===== config.mk =====
export PLATFORM = sky130hd
export DESIGN_NAME = data_change_queue
export DESIGN_NICKNAME = d
export VERILOG_FILES = /design/src/rtl/data_change_queue.sv
export SDC_FILE = /design/constraint.sdc
export NUM_CORES = 1
export LEC_CHECK = 0
export ABC_AREA = 1
export BUFFER_PORTS_ARGS = -buffer_cell sky130_fd_sc_hd__buf_2
export CORE_UTILIZATION = 45
export CTS_CLUSTER_SIZE = 30
export DETAILED_ROUTE_END_ITERATION = 12
export GPL_TIMING_DRIVEN = 0
export MAX_ROUTING_LAYER = met4
export PLACE_DENSITY = 0.69
export SYNTH_ARGS = -nofsm -noshare
export SYNTH_HDL_FRONTEND = slang
export SYNTH_SLANG_ARGS = --single-unit
export TNS_END_PERCENT = 20

===== constraint.sdc =====
create_clock -name clk -period 5 [get_ports clk]
set_input_delay 1 -clock clk [delete_from_list [all_inputs] [get_ports clk]]
set_output_delay 1 -clock clk [all_outputs]
set_load 0.01 [all_outputs]

===== src/rtl/data_change_queue.sv =====
// data_change_queue
//   Watches CHANNELS independent WIDTH-bit words and turns every value change
//   into a (channel, value) event. Each channel has a one-deep pending stage; a
//   round-robin arbiter moves at most one pending event per cycle into a
//   first-word-fall-through FIFO that drives a valid/ready output. Changes that
//   hit a channel whose previous change is still pending are either merged
//   (COALESCE=1, latest value wins) or dropped and counted (COALESCE=0).
//
// Ports
//   clk            single clock
//   reset          synchronous, active-high; shadows keep loading dataIn
//   dataIn         channel c at bits [c*WIDTH +: WIDTH]
//   dataOut        value of head event (0 when empty)
//   chanOut        channel index of head event (0 when empty)
//   validOut       head event available
//   readyIn        consumer takes the head event (ignored when validOut=0)
//   level          FIFO occupancy, 0..DEPTH
//   overflow       sticky drop flag
//   dropCount      saturating count of dropped changes
//   clearOverflow  zeroes overflow/dropCount; same-cycle drops still land
module data_change_queue #(
  parameter int unsigned WIDTH    = 24,
  parameter int unsigned CHANNELS = 4,
  parameter int unsigned DEPTH    = 16,
  parameter int unsigned COALESCE = 0,
  localparam int unsigned ChanW   = (CHANNELS > 1) ? $clog2(CHANNELS) : 1,
  localparam int unsigned LevelW  = $clog2(DEPTH) + 1
) (
  input  logic                      clk,
  input  logic                      reset,
  input  logic [CHANNELS*WIDTH-1:0] dataIn,
  output logic [WIDTH-1:0]          dataOut,
  output logic [ChanW-1:0]          chanOut,
  output logic                      validOut,
  input  logic                      readyIn,
  output logic [LevelW-1:0]         level,
  output logic                      overflow,
  output logic [15:0]               dropCount,
  input  logic                      clearOverflow
);

  localparam int unsigned        AddrW    = LevelW - 1;
  localparam logic [LevelW-1:0]  Full     = LevelW'(DEPTH);
  localparam logic [ChanW-1:0]   LastChan = ChanW'(CHANNELS - 1);

  typedef logic [WIDTH-1:0] word_t;

  word_t               din      [CHANNELS];
  word_t               shadow_q [CHANNELS];
  word_t               snap_q   [CHANNELS];
  word_t               snap_d   [CHANNELS];
  logic [CHANNELS-1:0] chg;
  logic [CHANNELS-1:0] pend_q, pend_d;
  logic [CHANNELS-1:0] gnt;

  logic [ChanW-1:0]    rr_q, rr_d;
  logic [ChanW-1:0]    gnt_idx;
  logic                gnt_any;
  logic                grant;
  word_t               push_data;

  logic [ChanW+WIDTH-1:0] mem_q [DEPTH];
  logic [ChanW+WIDTH-1:0] head;
  logic [AddrW-1:0]       wr_q, rd_q;
  logic [LevelW-1:0]      level_q, level_d;
  logic                   not_empty, push, pop, push_ok;

  logic [4:0]  n_drop;
  logic [16:0] drop_sum;
  logic [15:0] drop_q, drop_d;
  logic        overflow_q, overflow_d;

  // Change detect against last cycle's sample.
  always_comb begin
    for (int unsigned c = 0; c < CHANNELS; c++) begin
      din[c] = dataIn[c*WIDTH +: WIDTH];
      chg[c] = (din[c] != shadow_q[c]);
    end
  end

  // FIFO handshake. A push is allowed into a full FIFO only when the head
  // leaves in the same cycle.
  always_comb begin
    not_empty = (level_q != '0);
    pop       = not_empty && readyIn;
    push_ok   = (level_q != Full) || pop;
  end

  // Round-robin search: first pass covers channels at or above the pointer,
  // second pass wraps to the channels below it.
  always_comb begin
    gnt_any   = 1'b0;
    gnt_idx   = '0;
    push_data = '0;
    for (int unsigned c = 0; c < CHANNELS; c++) begin
      if (!gnt_any && pend_q[c] && (ChanW'(c) >= rr_q)) begin
        gnt_any   = 1'b1;
        gnt_idx   = ChanW'(c);
        push_data = snap_q[c];
      end
    end
    for (int unsigned c = 0; c < CHANNELS; c++) begin
      if (!gnt_any && pend_q[c]) begin
        gnt_any   = 1'b1;
        gnt_idx   = ChanW'(c);
        push_data = snap_q[c];
      end
    end
    grant = gnt_any && push_ok;
    push  = grant;
    for (int unsigned c = 0; c < CHANNELS; c++) begin
      gnt[c] = grant && (gnt_idx == ChanW'(c));
    end
    rr_d = rr_q;
    if (grant) begin
      rr_d = (gnt_idx == LastChan) ? '0 : gnt_idx + ChanW'(1);
    end
  end

  // Pending stage and drop accounting.
  always_comb begin
    n_drop = '0;
    for (int unsigned c = 0; c < CHANNELS; c++) begin
      pend_d[c] = pend_q[c];
      snap_d[c] = snap_q[c];
      if (gnt[c]) begin
        // A change landing on the granted channel refills the slot it vacates.
        pend_d[c] = chg[c];
        if (chg[c]) snap_d[c] = din[c];
      end else if (chg[c]) begin
        if (!pend_q[c]) begin
          pend_d[c] = 1'b1;
          snap_d[c] = din[c];
        end else if (COALESCE != 0) begin
          snap_d[c] = din[c];
        end else begin
          n_drop = n_drop + 5'd1;
        end
      end
    end
    // Clear first, then add this cycle's drops.
    drop_sum   = {1'b0, (clearOverflow ? 16'h0 : drop_q)} + 17'(n_drop);
    drop_d     = drop_sum[16] ? 16'hFFFF : drop_sum[15:0];
    overflow_d = (clearOverflow ? 1'b0 : overflow_q) | (n_drop != '0);
  end

  always_comb begin
    level_d = level_q;
    unique case ({push, pop})
      2'b10:   level_d = level_q + LevelW'(1);
      2'b01:   level_d = level_q - LevelW'(1);
      default: level_d = level_q;
    endcase
  end

  always_ff @(posedge clk) begin
    if (reset) begin
      pend_q     <= '0;
      rr_q       <= '0;
      wr_q       <= '0;
      rd_q       <= '0;
      level_q    <= '0;
      drop_q     <= '0;
      overflow_q <= 1'b0;
    end else begin
      pend_q     <= pend_d;
      rr_q       <= rr_d;
      level_q    <= level_d;
      drop_q     <= drop_d;
      overflow_q <= overflow_d;
      if (push) wr_q <= wr_q + AddrW'(1);
      if (pop)  rd_q <= rd_q + AddrW'(1);
    end
  end

  // Shadows load even during reset so release does not produce an event.
  always_ff @(posedge clk) begin
    for (int unsigned c = 0; c < CHANNELS; c++) begin
      shadow_q[c] <= din[c];
      if (reset) snap_q[c] <= '0;
      else       snap_q[c] <= snap_d[c];
    end
  end

  // At full with push+pop, wr_q equals rd_q; the old head is read before the edge.
  always_ff @(posedge clk) begin
    if (push) mem_q[wr_q] <= {gnt_idx, push_data};
  end

  always_comb begin
    head      = mem_q[rd_q];
    validOut  = not_empty;
    dataOut   = not_empty ? head[WIDTH-1:0] : '0;
    chanOut   = not_empty ? head[ChanW+WIDTH-1:WIDTH] : '0;
    level     = level_q;
    overflow  = overflow_q;
    dropCount = drop_q;
  end

endmodule


Word level (Yosys, flattened, before mapping):

Memories as Yosys holds them, arrays and structs flattened. A register that Yosys moved wholly into a read port is not among the register bits.
Cells that the tools add are included.

* bits in registers: 36
* memory bits (writable): 608
* input bits: 100
* output and inout port bits: 49
* logic and storage cells: 151
* memories: 3

Memory list
* mem_q: depth 16, bits a word 26, read ports 1, clocked after Yosys merged registers in 1, write ports 1, RTL line 62 `logic [ChanW+WIDTH-1:0] mem_q [DEPTH];`
* shadow_q: depth 4, bits a word 24, read ports 4, clocked after Yosys merged registers in 0, write ports 4, RTL line 49 `word_t shadow_q [CHANNELS];`
* snap_q: depth 4, bits a word 24, read ports 4, clocked after Yosys merged registers in 0, write ports 4, RTL line 50 `word_t snap_q [CHANNELS];`

* add/sub/neg operators: 9
* order comparisons: 4
* equality and inequality tests: 10
* multiplexer cells: 77
* bitwise gates (word level): 5
* reductions and logical operators: 33

Operators by type and width (count)
* 2-to-1 mux 24 bit: 29
* inequality test 24 bit: 4
* 2-to-1 mux 5 bit: 9
* 2-to-1 mux 16 bit: 2
* 2-to-1 mux 1 bit: 26
* adder 5 x 1 -> 5 bit, second input constant: 4
* adder 16 x 5 -> 17 bit: 1
* logical AND 1 bit: 17
* 2-to-1 mux 2 bit: 8
* one-hot mux 5 bit (2 select lines): 1
* nonzero test 2 bit: 5
* nonzero test 5 bit: 2
* adder 4 x 1 -> 4 bit, second input constant: 2
* 2-to-1 mux 4 bit: 2
* logical NOT 1 bit: 7
* equality test 2 bit, second input constant: 3
* inequality test 5 bit, second input constant: 1
* OR 1 bit: 5
* subtractor 5 x 1 -> 5 bit, second input constant: 1
* equality test 2 x 1 -> 1 bit, second input constant: 2
* greater-or-equal comparator 1 x 2 -> 1 bit, first input constant: 2
* greater-or-equal comparator 2 bit, first input constant: 2
* adder 2 x 1 -> 2 bit, second input constant: 1
* logical NOT 2 bit: 1
* logical OR 1 bit: 1

Logic depth before layout (Yosys ltp):

Gate-level depths: netlist (run 1).

* depth in word-level cells: 44
* depth in mapped cells: 42
* depth with buffers taken out: 42

Worst setup path before layout (run 1):

No wires, ideal clock.

* path type: register to register
* start: reg rr_q[1]
* end: reg drop_q[15] (netlist: dropCount[15])
* arrival time: 5388 ps
* data required time: 4943 ps
* slack: -445 ps
* cell stages (with the launch flop): 39
* path buffers: 1
* clock period less this slack: 5445 ps
* path through: dfxtp_1 nor2_4 nand2_2 nand2_2 nor2_2 nor3_2 buf_2 inv_1 nand3_1 inv_1 ha_1 nand3_2 nand3_1 inv_1 ha_1 nand3b_2 nand2_2 inv_1 (+3 left out) nand2_1 inv_1 ha_1 nand2_1 nand2_1 inv_1 fa_1 inv_1 a21oi_1 o21ai_1 nand2_1 nor2_4 nand3_2 nor4_4 nand3_2 nand2_1 o21ai_1 inv_1

* longest elaborated chain between the ends: 44

Ends and longest elaborated chain
* start, declared: RTL line 56 `logic [ChanW-1:0] rr_q, rr_d;`
* start signal, assigned: RTL line 167 `rr_q <= rr_d;`
* greater-or-equal comparator 1 x 2 -> 1 bit: RTL line 96 `if (!gnt_any && pend_q[c] && (ChanW'(c) >= rr_q)) begin`
* logical AND 1 bit: RTL line 96
* 2-to-1 mux 1 bit: RTL line 96
* logical NOT 1 bit: RTL line 96
* logical AND 1 bit (2 in series): RTL line 96
* 2-to-1 mux 1 bit: RTL line 96
* logical NOT 1 bit: RTL line 96
* logical AND 1 bit (2 in series): RTL line 96
* (+17 left out)
* via gnt_idx[0]: RTL line 57 `logic [ChanW-1:0] gnt_idx;`
* (+9 left out)
* 2-to-1 mux 5 bit: RTL line 130 `end else if (chg[c]) begin`
* 2-to-1 mux 5 bit: RTL line 126 `if (gnt[c]) begin`
* adder 5 x 1 -> 5 bit: RTL line 137 `n_drop = n_drop + 5'd1;`
* 2-to-1 mux 5 bit: RTL line 131 `if (!pend_q[c]) begin`
* 2-to-1 mux 5 bit: RTL line 130
* 2-to-1 mux 5 bit (*): RTL line 126
* adder 16 x 5 -> 17 bit (*): RTL line 142 `drop_sum = {1'b0, (clearOverflow ? 16'h0 : drop_q)} + 17'(n_drop);`
* 2-to-1 mux 16 bit (*): RTL line 143 `drop_d = drop_sum[16] ? 16'hFFFF : drop_sum[15:0];`
* end signal, assigned: RTL line 169 `drop_q <= drop_d;`
* end, declared: RTL line 70 `logic [15:0] drop_q, drop_d;`

Mark *: on every way through the listed nets, which the timed path passes. The rest lies on a longest branch.
A chain may end at the register's enable or synchronous reset.

Worst setup path in the final report (run 1):

* start: reg rr_q[1]
* end: reg drop_q[6] (netlist: dropCount[6])

The elaborated chain is that of the path after synthesis.

==> results.md, run 1 <==
- Status: complete, but fails checks
- Failing checks: setup timing
- Number of iterations in the first detailed-routing pass: 5
- Iter 0 DRT Violations: 2329
- Crit start category: flop
- Port Buffers: 146
- Gp weighted congestion: 0.930
- Fillers: 4990
- Layout area overhead: 18.5%
- H-tree depth: 3
- Worst-path clk slew: 0.06 ns
- Synthesized flop and latch total: 648
- Layout cells sized above 1: 0.152
- Critical path class: reg -> reg
- Max incr delay on CP: 0.39 ns
- Layout Nets: about 3000
- Worst slew pin tran: 1.09 ns
- Initial Utilization: 0.457
- Crit. End Element: flop
- TritonCTS clock tree: yes
- Die height: ~240 µm
- YS warnings: 0
- Total GRT Usage: 0.285
- Number of global-route vias before repair: 20300
- Most common cell after layout, fill and taps aside: nor2_1
- Ys flop type: edfxtp_1
- Worst Slack Setup Final: -0.205 ns
- Tcrit/Tclk final: 1.04
- Mapped Area: between 20000 and 30000 µm²
- Post-route antenna net violation count: 0
- Post-synth EDFFs: 416
- Hold_buf cts: 0
- Syn_nets: 2718
- First-pass GRT wire length: roughly 120 mm
- # IOs: 149
- PwrDens: 492 nW/µm²
- Max_slew headroom: 0.274
- Setup Skew: between 0.02 and 0.03 ns
- Cell variety after synth: 39
- Routed vias/inst: roughly 5.7
- FMAX: 0.192 GHz
- Critical Path RT: 5.54 ns
- Worst VDD drop: 0.303 mV
- Pleak: 12.2 nW
- Routed WL: about 83 mm
- Unrepaired setup endpoints after global routing: true
- Setup tns final: -1.79 ns
- FF/Latch Area: 17100 µm²
- Drt drc: 0
- FFs w/ async S/R, synth: 0
- Die X: between 200 and 250 µm
- Most frequent cells in the layout: nor2_1, edfxtp_1, o21ai_0, nand2_1, dfxtp_1
- Max clock buf depth: 3
- Design area: 31400 µm²
- Worst hold path class: reg -> reg
- Avg WL per Cell: 22.5 µm
- Fin. Hold Viols: 0
- Core area: a little under 60000 µm²
- Number of antenna violations at the first check in global routing: 2
- Clock root cell: clkbuf_16
- Largest net degree at the start of global routing: 27
- Multi-input logic area: 8470 µm²
- Clk sinks: 648
- Number of vias in the routed layout: approximately 21000
- Crit path time final: around 5.2 ns
- Post-synthesis sequential area ratio: 0.648
- Post-DP HPWL: 56.2 mm
- Mean Syn Cell Area: 10.2 µm²
- Total of max-cap violations: 0
- Slew Viols, Final: 0
- Crit path DAT: 5.75 ns
- Mapped Cells: ~2600
- Worst-path fanout max: 5
- FP Rows: 88
- Placed cell areas: 28500 µm²
- TritonCTS buffer count: 67
- Final number of setup-violating endpoints: 16
- Crit path top cell by count: inv_2
- Clk Latency, worst-skew pair: 0.64 ns
- Congestion Overflow GR: 0
- Die area: 59800 µm²
- Slowest cell on the critical path: fa_2
## critical path, delay by kind of cell, from the launching register on
| kind | cells | cell delay, ns |
|---|---|---|
| buf+inv | 10 | 0.76 |
| flops | 1 | 0.36 |
| compound gates | 3 | 0.37 |
| fa+ha+maj | 5 | 1.21 |
| simple gates | 19 | 2.40 |
## area by class of cell
cell class | count | area share
Sequential cell | 648 | 0.547
Multi-Input combinational cell | 1624 | 0.270
Clock buffer | 96 | 0.0608
Timing Repair Buffer | 208 | 0.0412
Tap cell | 765 | 0.0305
Inverter | 188 | 0.0231
Buffer | 137 | 0.0189
Clock inverter | 25 | 0.00846
Antenna cell | 1 | 0.0000798
## sequential cells by signal (all words and copies together) (netlist names), named ones only
signal,cells
rr_q,2
shadow_q,96
snap_q,96
rd_q,4
mem_q,416
dropCount,16
wr_q,4
level,5
overflow,1
pend_q,4
## report_power, final
group	leakage (nW)	internal [mW]	total (mW)	switching [mW]
clock network	1.06	2.80	4.96	2.17
registers	5.79	6.39	6.63	0.244
logic	5.33	1.09	3.84	2.74
## through the flow
step / total power [mW] / hold slack, ns / util / setup WS [ns] / instances
6_report: 15.4 / 0.477 / 0.541 / -0.205 / 3692
3_3_place_gp: 10.1 / 0.457 / 0.487 / -0.910 / 3508
4_1_cts: 15.3 / 0.476 / 0.537 / -0.0306 / 3679
3_5_place_dp: 10.3 / 0.465 / 0.492 / -1.03 / 3517
5_1_grt: 16.0 / 0.500 / 0.541 / -0.436 / 3692
2_1_floorplan: 8.69 / 0.442 / - / -0.0120 / 2597
## worst paths after layout
kind	start	endpoint	slack, ns	cells after the start
min reg2reg	snap_q[1][0]	snap_q[1][0]	0.48	2
max reg2reg	rr_q[1]	dropCount[6]	-0.20	37
min	snap_q[1][0]	snap_q[1][0]	0.48	2
max	rr_q[1]	dropCount[6]	-0.20	37
## per-layer routing
layer,share of wire,global-route usage
met2,0.47,0.452
met1,0.39,0.356
met4,0.050,0.136
met5,0,-
met3,0.092,0.0462
## Yosys cell counts, drive strengths merged (3+ instances only)
library cell  number  area share
clkbuf           100       0.014
o22ai             33      0.0078
dfxtp            232        0.18
o2111ai            6      0.0020
nand3             99       0.020
o21ai            346       0.065
o211ai             7      0.0020
xnor2              3     0.00099
nor2             510       0.073
ha                19      0.0090
xor2              47       0.016
buf               38      0.0073
nor3               3     0.00095
nand2            306       0.044
inv              187       0.027
a21oi            124       0.024
o221ai            76       0.025
nand4             36      0.0093
edfxtp           416        0.47
## timing repair
action,in CTS,in global routing
gates resized for setup,40,40
setup endpoints to repair,16,16
gates cloned,1,0
buffers inserted,40,12
pin swaps,30,27
## cell families (layout without fill, tap and decap cells)
group                    after synthesis  after routing  share of synthesized area
AO/OA/AOI/OAI                        595            595                      0.127
XOR/XNOR                              50             50                     0.0166
adder cells (fa/ha/maj)               21             21                     0.0105
buffers and inverters                326            654                     0.0483
flip-flops                           648            648                      0.648
other                                  0              1                          0
AND/OR/NAND/NOR                      957            958                      0.150
(Power assumes the default switching activity.)
==> inputs of run 2 (changes only) <==
--- a/config.mk
+++ b/config.mk
@@ -7,12 +7,14 @@
 export LEC_CHECK = 0
 export ABC_AREA = 1
 export BUFFER_PORTS_ARGS = -buffer_cell sky130_fd_sc_hd__buf_2
-export CORE_UTILIZATION = 45
+export CELL_PAD_IN_SITES_DETAIL_PLACEMENT = 1
+export CELL_PAD_IN_SITES_GLOBAL_PLACEMENT = 2
+export CORE_UTILIZATION = 36
 export CTS_CLUSTER_SIZE = 30
 export DETAILED_ROUTE_END_ITERATION = 12
 export GPL_TIMING_DRIVEN = 0
 export MAX_ROUTING_LAYER = met4
-export PLACE_DENSITY = 0.69
+export PLACE_DENSITY = 0.81
 export SYNTH_ARGS = -nofsm -noshare
 export SYNTH_HDL_FRONTEND = slang
 export SYNTH_SLANG_ARGS = --single-unit
==> run 2 against run 1 <==
The run still ends with setup timing left. Utilization is 10 points lower. Sequential share of layout area is 0.96 points lower. Total power is 3.3% higher. Die area is 25% higher. Combinational power is 4% higher. Critical path depth is 29 lower. Final cell count is 5.7% higher. Worst setup slack better by 0.13 ns. Largest power group unchanged.
==> results.md, run 2 (synthesized netlist as in run 1, its figures left out) <==
- TritonCTS buffer count: 73 (+9.0%)
- Congestion Overflow GR: 0 (unchanged)
- # IOs: 149 (unchanged)
- FP Rows: 99 (+13%)
- Worst Path Buf+Inv: 4 (-6)
- Final core utilization: 0.438 (-0.103)
- Fin cells: 3901 (+5.7%)
- Layout cells sized above 1: 0.152 (+0.000296)
- Initial Utilization: 0.363 (-0.0936)
- Routed vias/inst: 5.41 (-4.3%)
- Clk sinks: 648 (unchanged)
- Drt drc: 0 (unchanged)
- Fillers: 8189 (+64%)
- H-tree depth: 3 (unchanged)
- Max incr delay on CP: 0.75 ns (+0.36 ns)
- Worst-path fanout max: 10 (+5)
- DP Cell Count: 3722 (+5.8%)
- Slowest cell on the critical path: o21ai_0
- Number of vias in the routed layout: 21100 (+1.1%)
- Post-route antenna net violation count: 0 (unchanged)
- Number of global-route vias before repair: 21900 (+8.0%)
- Gp weighted congestion: 0.887 (-4.7%)
- Avg WL per Cell: 24.1 µm (+7.1%)
- Setup WS pre-CTS: -1.16 ns (-0.127 ns)
- Layout area overhead: 20.7%
- Max clock buf depth: 3 (unchanged)
- Status: complete, but fails checks
- Worst VDD drop: 0.307 mV (+1.2%)
- First-pass GRT wire length: 139 mm (+12%)
- Design area: 31900 µm² (+1.8%)
- Largest register FFs: 416 (unchanged)
- Total of max-cap violations: 0 (unchanged)
- Worst hold path class: reg -> reg
- Biggest regs: mem_q (416), shadow_q (96), snap_q (96)
- Critical path class: reg -> out
- TritonCTS clock tree: yes
- Failing checks: setup timing
- Max_slew headroom: 0.200 (-0.0745)
- Crit path time final: 5.08 ns (-0.126 ns)
- Number of antenna violations at the first check in global routing: 2 (unchanged)
- Pleak: 12.3 nW (+1.3%)
- Die height: 273 µm (+12%)
- Worst Slack Setup Final: -0.0785 ns (+0.126 ns)
- Layout Nets: 3003 (+0.27%)
- Worst path top cell family by delay: buffers and inverters
- Crit path DAT: 4.08 ns (-1.67 ns)
- Clk Latency, worst-skew pair: 0.65 ns (about the same)
- Fin. Hold Viols: 0 (unchanged)
- Unrepaired setup endpoints after global routing: true
- Largest net degree at the start of global routing: 27 (unchanged)
- Iter 0 DRT Violations: 1706 (-27%)
- Port Buffers: 146 (unchanged)
- Die X: 273 µm (+12%)
- Critical Path RT: 4.00 ns (-1.54 ns)
- Cell Chain, Critical Path: inv_1 -> clkbuf_1 -> clkbuf_1 -> o21ai_0 -> o22ai_1 -> o21ai_0 -> a21oi_1 -> buf_2
- Setup Skew: 0.0383 ns (+0.0120 ns)
- Most frequent cells in the layout: nor2_1, edfxtp_1, o21ai_0, nand2_1, dfxtp_1
- FMAX: 0.197 GHz (+2.5%)
- Routed WL: 93.9 mm (+13%)
- Die area: 74600 µm² (+25%)
- Overall power: 15.9 mW (+3.3%)
- Core area: 72800 µm² (+26%)
- Worst slew pin tran: 1.20 ns (+0.111 ns)
- Worst-path clk slew: 0.06 ns (about the same)
- PwrDens: 499 nW/µm² (+1.4%)
- Number of iterations in the first detailed-routing pass: 5 (unchanged)
- Post-DP HPWL: 65.1 mm (+16%)
- Slew Viols, Final: 0 (unchanged)
- Clock root cell: clkbuf_16
- Crit. End Element: output pin
- Most common cell after layout, fill and taps aside: nor2_1
- Crit start category: flop
- Top reg by flops: mem_q
- Final number of setup-violating endpoints: 4 (-12)
- Total GRT Usage: 0.258 (-0.0271)
- Placed cell areas: 29000 µm² (+1.7%)
- Tcrit/Tclk final: 1.02 (-0.0252)
==> run 2: cell types whose count changed in the layout (fill, tap and decap cells not counted), moves of 3 or more <==
cell | before | now
clkbuf_16 | 68 | 76
buf_16 | 3 | 9
clkinv_1 | 6 | 11
nand3_2 | 9 | 6
a21oi_2 | 6 | 2
buf_4 | 54 | 47
clkbuf_8 | 11 | 7
clkbuf_1 | 113 | 110
a21oi_1 | 116 | 121
clkinv_2 | 9 | 13
==> run 2: path summary, 6_finish.rpt <==
kind | start | depth (start not counted) | to | slack, ns
setup / recovery | flop | 8 | dataOut[5] | -0.08
hold / removal | snap_q[1][18] | 2 | snap_q[1][18] | 0.48
setup reg to reg | rr_q[0] | 36 | dropCount[8] | 0
hold reg to reg | snap_q[1][18] | 2 | snap_q[1][18] | 0.48
==> run 2: layout make-up <==
type                            count  area (µm²)  area share
Buffer                            138         617      0.0193
Clock inverter                     36         328      0.0103
Inverter                          188         723      0.0227
Sequential cell                   648       17200       0.537
Multi-Input combinational cell   1624        8440       0.264
Clock buffer                       97        2020      0.0634
Timing Repair Buffer              209        1450      0.0453
Tap cell                          959        1200      0.0376
Antenna cell                        2        5.00    0.000157
==> run 2: timing repair <==
| item | in CTS | in global routing |
|---|---|---|
| buffers inserted | 36 | 7 |
| endpoints found under the setup margin | 16 | 20 |
| gates resized for setup | 59 | 11 |
| pin swaps | 32 | 26 |
| hold buffers | 0 | 0 |
| cloned | 1 | 0 |
==> run 2: tightest hold or removal path: stages (launching register included) <==
cell	delay, ns
dfxtp_1	0.31
inv_1	0.07
a21oi_1	0.06
==> run 2: power breakdown <==
| part | leakage, nW | internal [mW] | switching (mW) |
|---|---|---|---|
| Combinational | 5.40 | 1.11 | 2.90 |
| Clock | 1.15 | 2.99 | 2.30 |
| Sequential | 5.79 | 6.39 | 0.243 |
| Total | 12.3 | 10.5 | 5.45 |
==> run 2: metal layers <==
| layer | track usage | wire, µm |
|---|---|---|
| met1 | 0.317 | 38700 |
| met2 | 0.431 | 46600 |
| met3 | 0.0367 | 5770 |
| met4 | 0.0903 | 2880 |
| met5 | - | 0 |
==> run 2: stage by stage <==
step / setup TNS (ns) / hold slack (ns)
2_1_floorplan: -0.0120 / 0.442
3_3_place_gp: -15.55 / 0.460
3_5_place_dp: -16.64 / 0.470
4_1_cts: 0 / 0.466
5_1_grt: -4.00 / 0.479
6_report: -0.202 / 0.477
==> inputs of run 3 (changes only) <==
--- a/config.mk
+++ b/config.mk
@@ -10,6 +10,7 @@
 export CELL_PAD_IN_SITES_DETAIL_PLACEMENT = 1
 export CELL_PAD_IN_SITES_GLOBAL_PLACEMENT = 2
 export CORE_UTILIZATION = 36
+export CTS_BUF_LIST = sky130_fd_sc_hd__clkbuf_4 sky130_fd_sc_hd__clkbuf_8 sky130_fd_sc_hd__clkbuf_16
 export CTS_CLUSTER_SIZE = 30
 export DETAILED_ROUTE_END_ITERATION = 12
 export GPL_TIMING_DRIVEN = 0
==> run 3 against run 2 <==
The run still ends with setup timing left. Design area about the same. Combinational power about the same. Utilization about the same. Worst setup slack better by 0.024 ns. Non-clock buffer count down 3. Largest power group unchanged. Total power up 0.46%. Sequential cell count unchanged. Clock skew up 0.0019 ns. Clock power up 2%. First-iteration DRC count up 4.9%. Hold slack better by 0.00050 ns.
==> results.md, run 3 (synthesized netlist as in run 1, its figures left out) <==
- Congestion Overflow GR: 0 (unchanged)
- Worst r2r src: rr_q[0]
- Total of max-cap violations: 0 (unchanged)
- Worst VDD drop: 0.307 mV (about the same)
- Post-route antenna net violation count: 0 (unchanged)
- Critical Path RT: 4.00 ns (about the same)
- Worst slew pin tran: 1.15 ns (-0.0493 ns)
- Worst-path clk slew: 0.06 ns (about the same)
- Critical path class: reg -> out
- WL met3: 5.83 mm (+1.0%)
- TritonCTS clock tree: yes
- WL met1: 38.8 mm (+0.25%)
- R2R depth: 38 (+5.6%)
- Layout Nets: 3000 (-0.10%)
- Ant. Diodes: 0 (-2)
- Clk Latency, worst-skew pair: 0.64 ns (about the same)
- Hold_buf cts: 0 (unchanged)
- Number of iterations in the first detailed-routing pass: 5 (unchanged)
- Biggest regs: mem_q (416), shadow_q (96), snap_q (96)
- Worst Slack Setup Final: -0.0549 ns (+0.0236 ns)
- TritonCTS buffer count: 73 (unchanged)
- Cell Chain, Critical Path: inv_1 -> clkbuf_1 -> clkbuf_1 -> o21ai_0 -> o221ai_1 -> nand3_1 -> a21oi_1 -> buf_2
- Port Buffers: 146 (unchanged)
- Status: complete, but fails checks
- Crit start category: flop
- Most frequent cells in the layout: nor2_1, edfxtp_1, o21ai_0, nand2_1, dfxtp_1
- Met2 WL: 46.5 mm (-0.18%)
- Number of global-route vias before repair: 21900 (-0.16%)
- Tcrit/Tclk final: 1.01 (-0.00472)
- FP Rows: 99 (unchanged)
- Top reg by flops: mem_q
- Crit path DAT: 4.05 ns (-0.03 ns)
- Max incr delay on CP: 0.65 ns (-0.10 ns)
- Layout cells sized above 1: 0.157 (+0.00424)
- Routed vias/inst: 5.45 (+0.78%)
- Number of antenna violations at the first check in global routing: 2 (unchanged)
- Worst-path fanout max: 10 (unchanged)
- Reg2Reg Capture Point: dropCount[15]
- FF-to-FF setup slack: 0.01 ns (about the same)
- FMAX: 0.198 GHz (+0.47%)
- Layout area overhead: 20.8% (about the same)
- First-pass GRT wire length: 138 mm (-0.15%)
- Clk sinks: 648 (unchanged)
- Clock root cell: clkbuf_16
- Die area: 74600 µm² (unchanged)
- Core area: 72800 µm² (unchanged)
- Largest net degree at the start of global routing: 27 (unchanged)
- Gp weighted congestion: 0.887 (unchanged)
- Most common cell after layout, fill and taps aside: nor2_1
- Drt drc: 0 (unchanged)
- H-tree depth: 3 (unchanged)
- Crit path time final: 5.05 ns (-0.0236 ns)
- # IOs: 149 (unchanged)
- Unrepaired setup endpoints after global routing: true
- Slew Viols, Final: 0 (unchanged)
- Largest register FFs: 416 (unchanged)
- Post-DP HPWL: 65.1 mm (unchanged)
- Max_slew headroom: 0.233 (+0.0330)
- Worst hold path class: reg -> reg
- Crit path top cell by count: clkbuf_1
- WHS Path Cells: 2 (unchanged)
- Top Metal Used: met4
- Slowest cell on the critical path: clkbuf_1
- Crit. End Element: output pin
- Die height: 273 µm (unchanged)
- Max clock buf depth: 3 (unchanged)
- Worst Hold Endpoint: snap_q[1][18]
- Total GRT Usage: 0.257 (-0.000261)
- PwrDens: 501 nW/µm² (+0.37%)
- Setup Skew: 0.0402 ns (+0.00194 ns)
- Initial Utilization: 0.363 (unchanged)
- Iter 0 DRT Violations: 1789 (+4.9%)
- Final number of setup-violating endpoints: 3 (-1)
- Die X: 273 µm (unchanged)
- Avg WL per Cell: 24.1 µm (+0.22%)
- Routed WL: 94.0 mm (about the same)
- HP Start: snap_q[1][18]
- Fin. Hold Viols: 0 (unchanged)
- Pleak: 12.4 nW (+0.29%)
- Setup WS pre-CTS: -1.16 ns (unchanged)
- Hold slack final: 0.478 ns (+0.000501 ns)
- Failing checks: setup timing
- Fillers: 8182 (-0.085%)
- Number of vias in the routed layout: 21200 (+0.65%)
-- run 3: layer usage --
metal,up-vias,global-route usage
li1,9567,-
met1,10700,0.319
met2,772,0.433
met3,159,0.0331
met4,0,0.0862
met5,-,-
-- run 3: worst max-delay path: cells and delay by family (launching register included) --
family                 cells  cell delay [ns]
buffers and inverters      4             1.89
AO/OA/AOI/OAI              3             0.82
AND/OR/NAND/NOR            1             0.19
flip-flops                 1             0.53
-- run 3: timing repair --
action                                  in CTS  in global routing
endpoints found under the setup margin      16                 20
gates cloned                                 1                  0
resized for setup                           58                 12
pin swaps                                   32                 25
buffers inserted                            35                  5
-- run 3: worst max path at each step --
stage | slack (ns) | endpoint | depth (start not counted)
CTS | 0.008 | dropCount[15] | 41
detailed placement | -1.16 | dropCount[15] | 35
global route | -0.35 | dropCount[15] | 38
finish | -0.05 | dataOut[0] | 8
floorplan | -0.01 | dropCount[15] | 38
global placement | -1.07 | dropCount[8] | 33
-- run 3: metrics by stage --
step                       util  setup TNS [ns]  area [µm²]  power, mW  std cells
after floorplan               -         -0.0120       26500       8.69       2597
after global placement    0.391          -15.55       28500       10.2       3702
after detailed placement  0.398          -16.64       29000       10.5       3722
after CTS                 0.438               0       31900       16.0       3891
after global routing      0.439           -3.99       32000       16.6       3896
final                     0.439          -0.117       32000       16.0       3896
-- run 3: report_power, final --
part           switching [mW]  leakage [nW]  total (mW)  internal [mW]
clock                    2.30          1.20        5.37           3.07
combinational            2.90          5.38        4.01           1.11
sequential              0.244          5.79        6.63           6.39
-- run 3: layout make-up --
class / instances / area, µm² / area share
sequential: 648 / 17200 / 0.537
buffer: 138 / 617 / 0.0193
timing repair buffer: 206 / 1420 / 0.0445
inverter: 188 / 723 / 0.0226
clock buffer: 97 / 2080 / 0.0651
clock inverter: 36 / 328 / 0.0103
tap: 959 / 1200 / 0.0375
multi-input combinational: 1624 / 8440 / 0.264
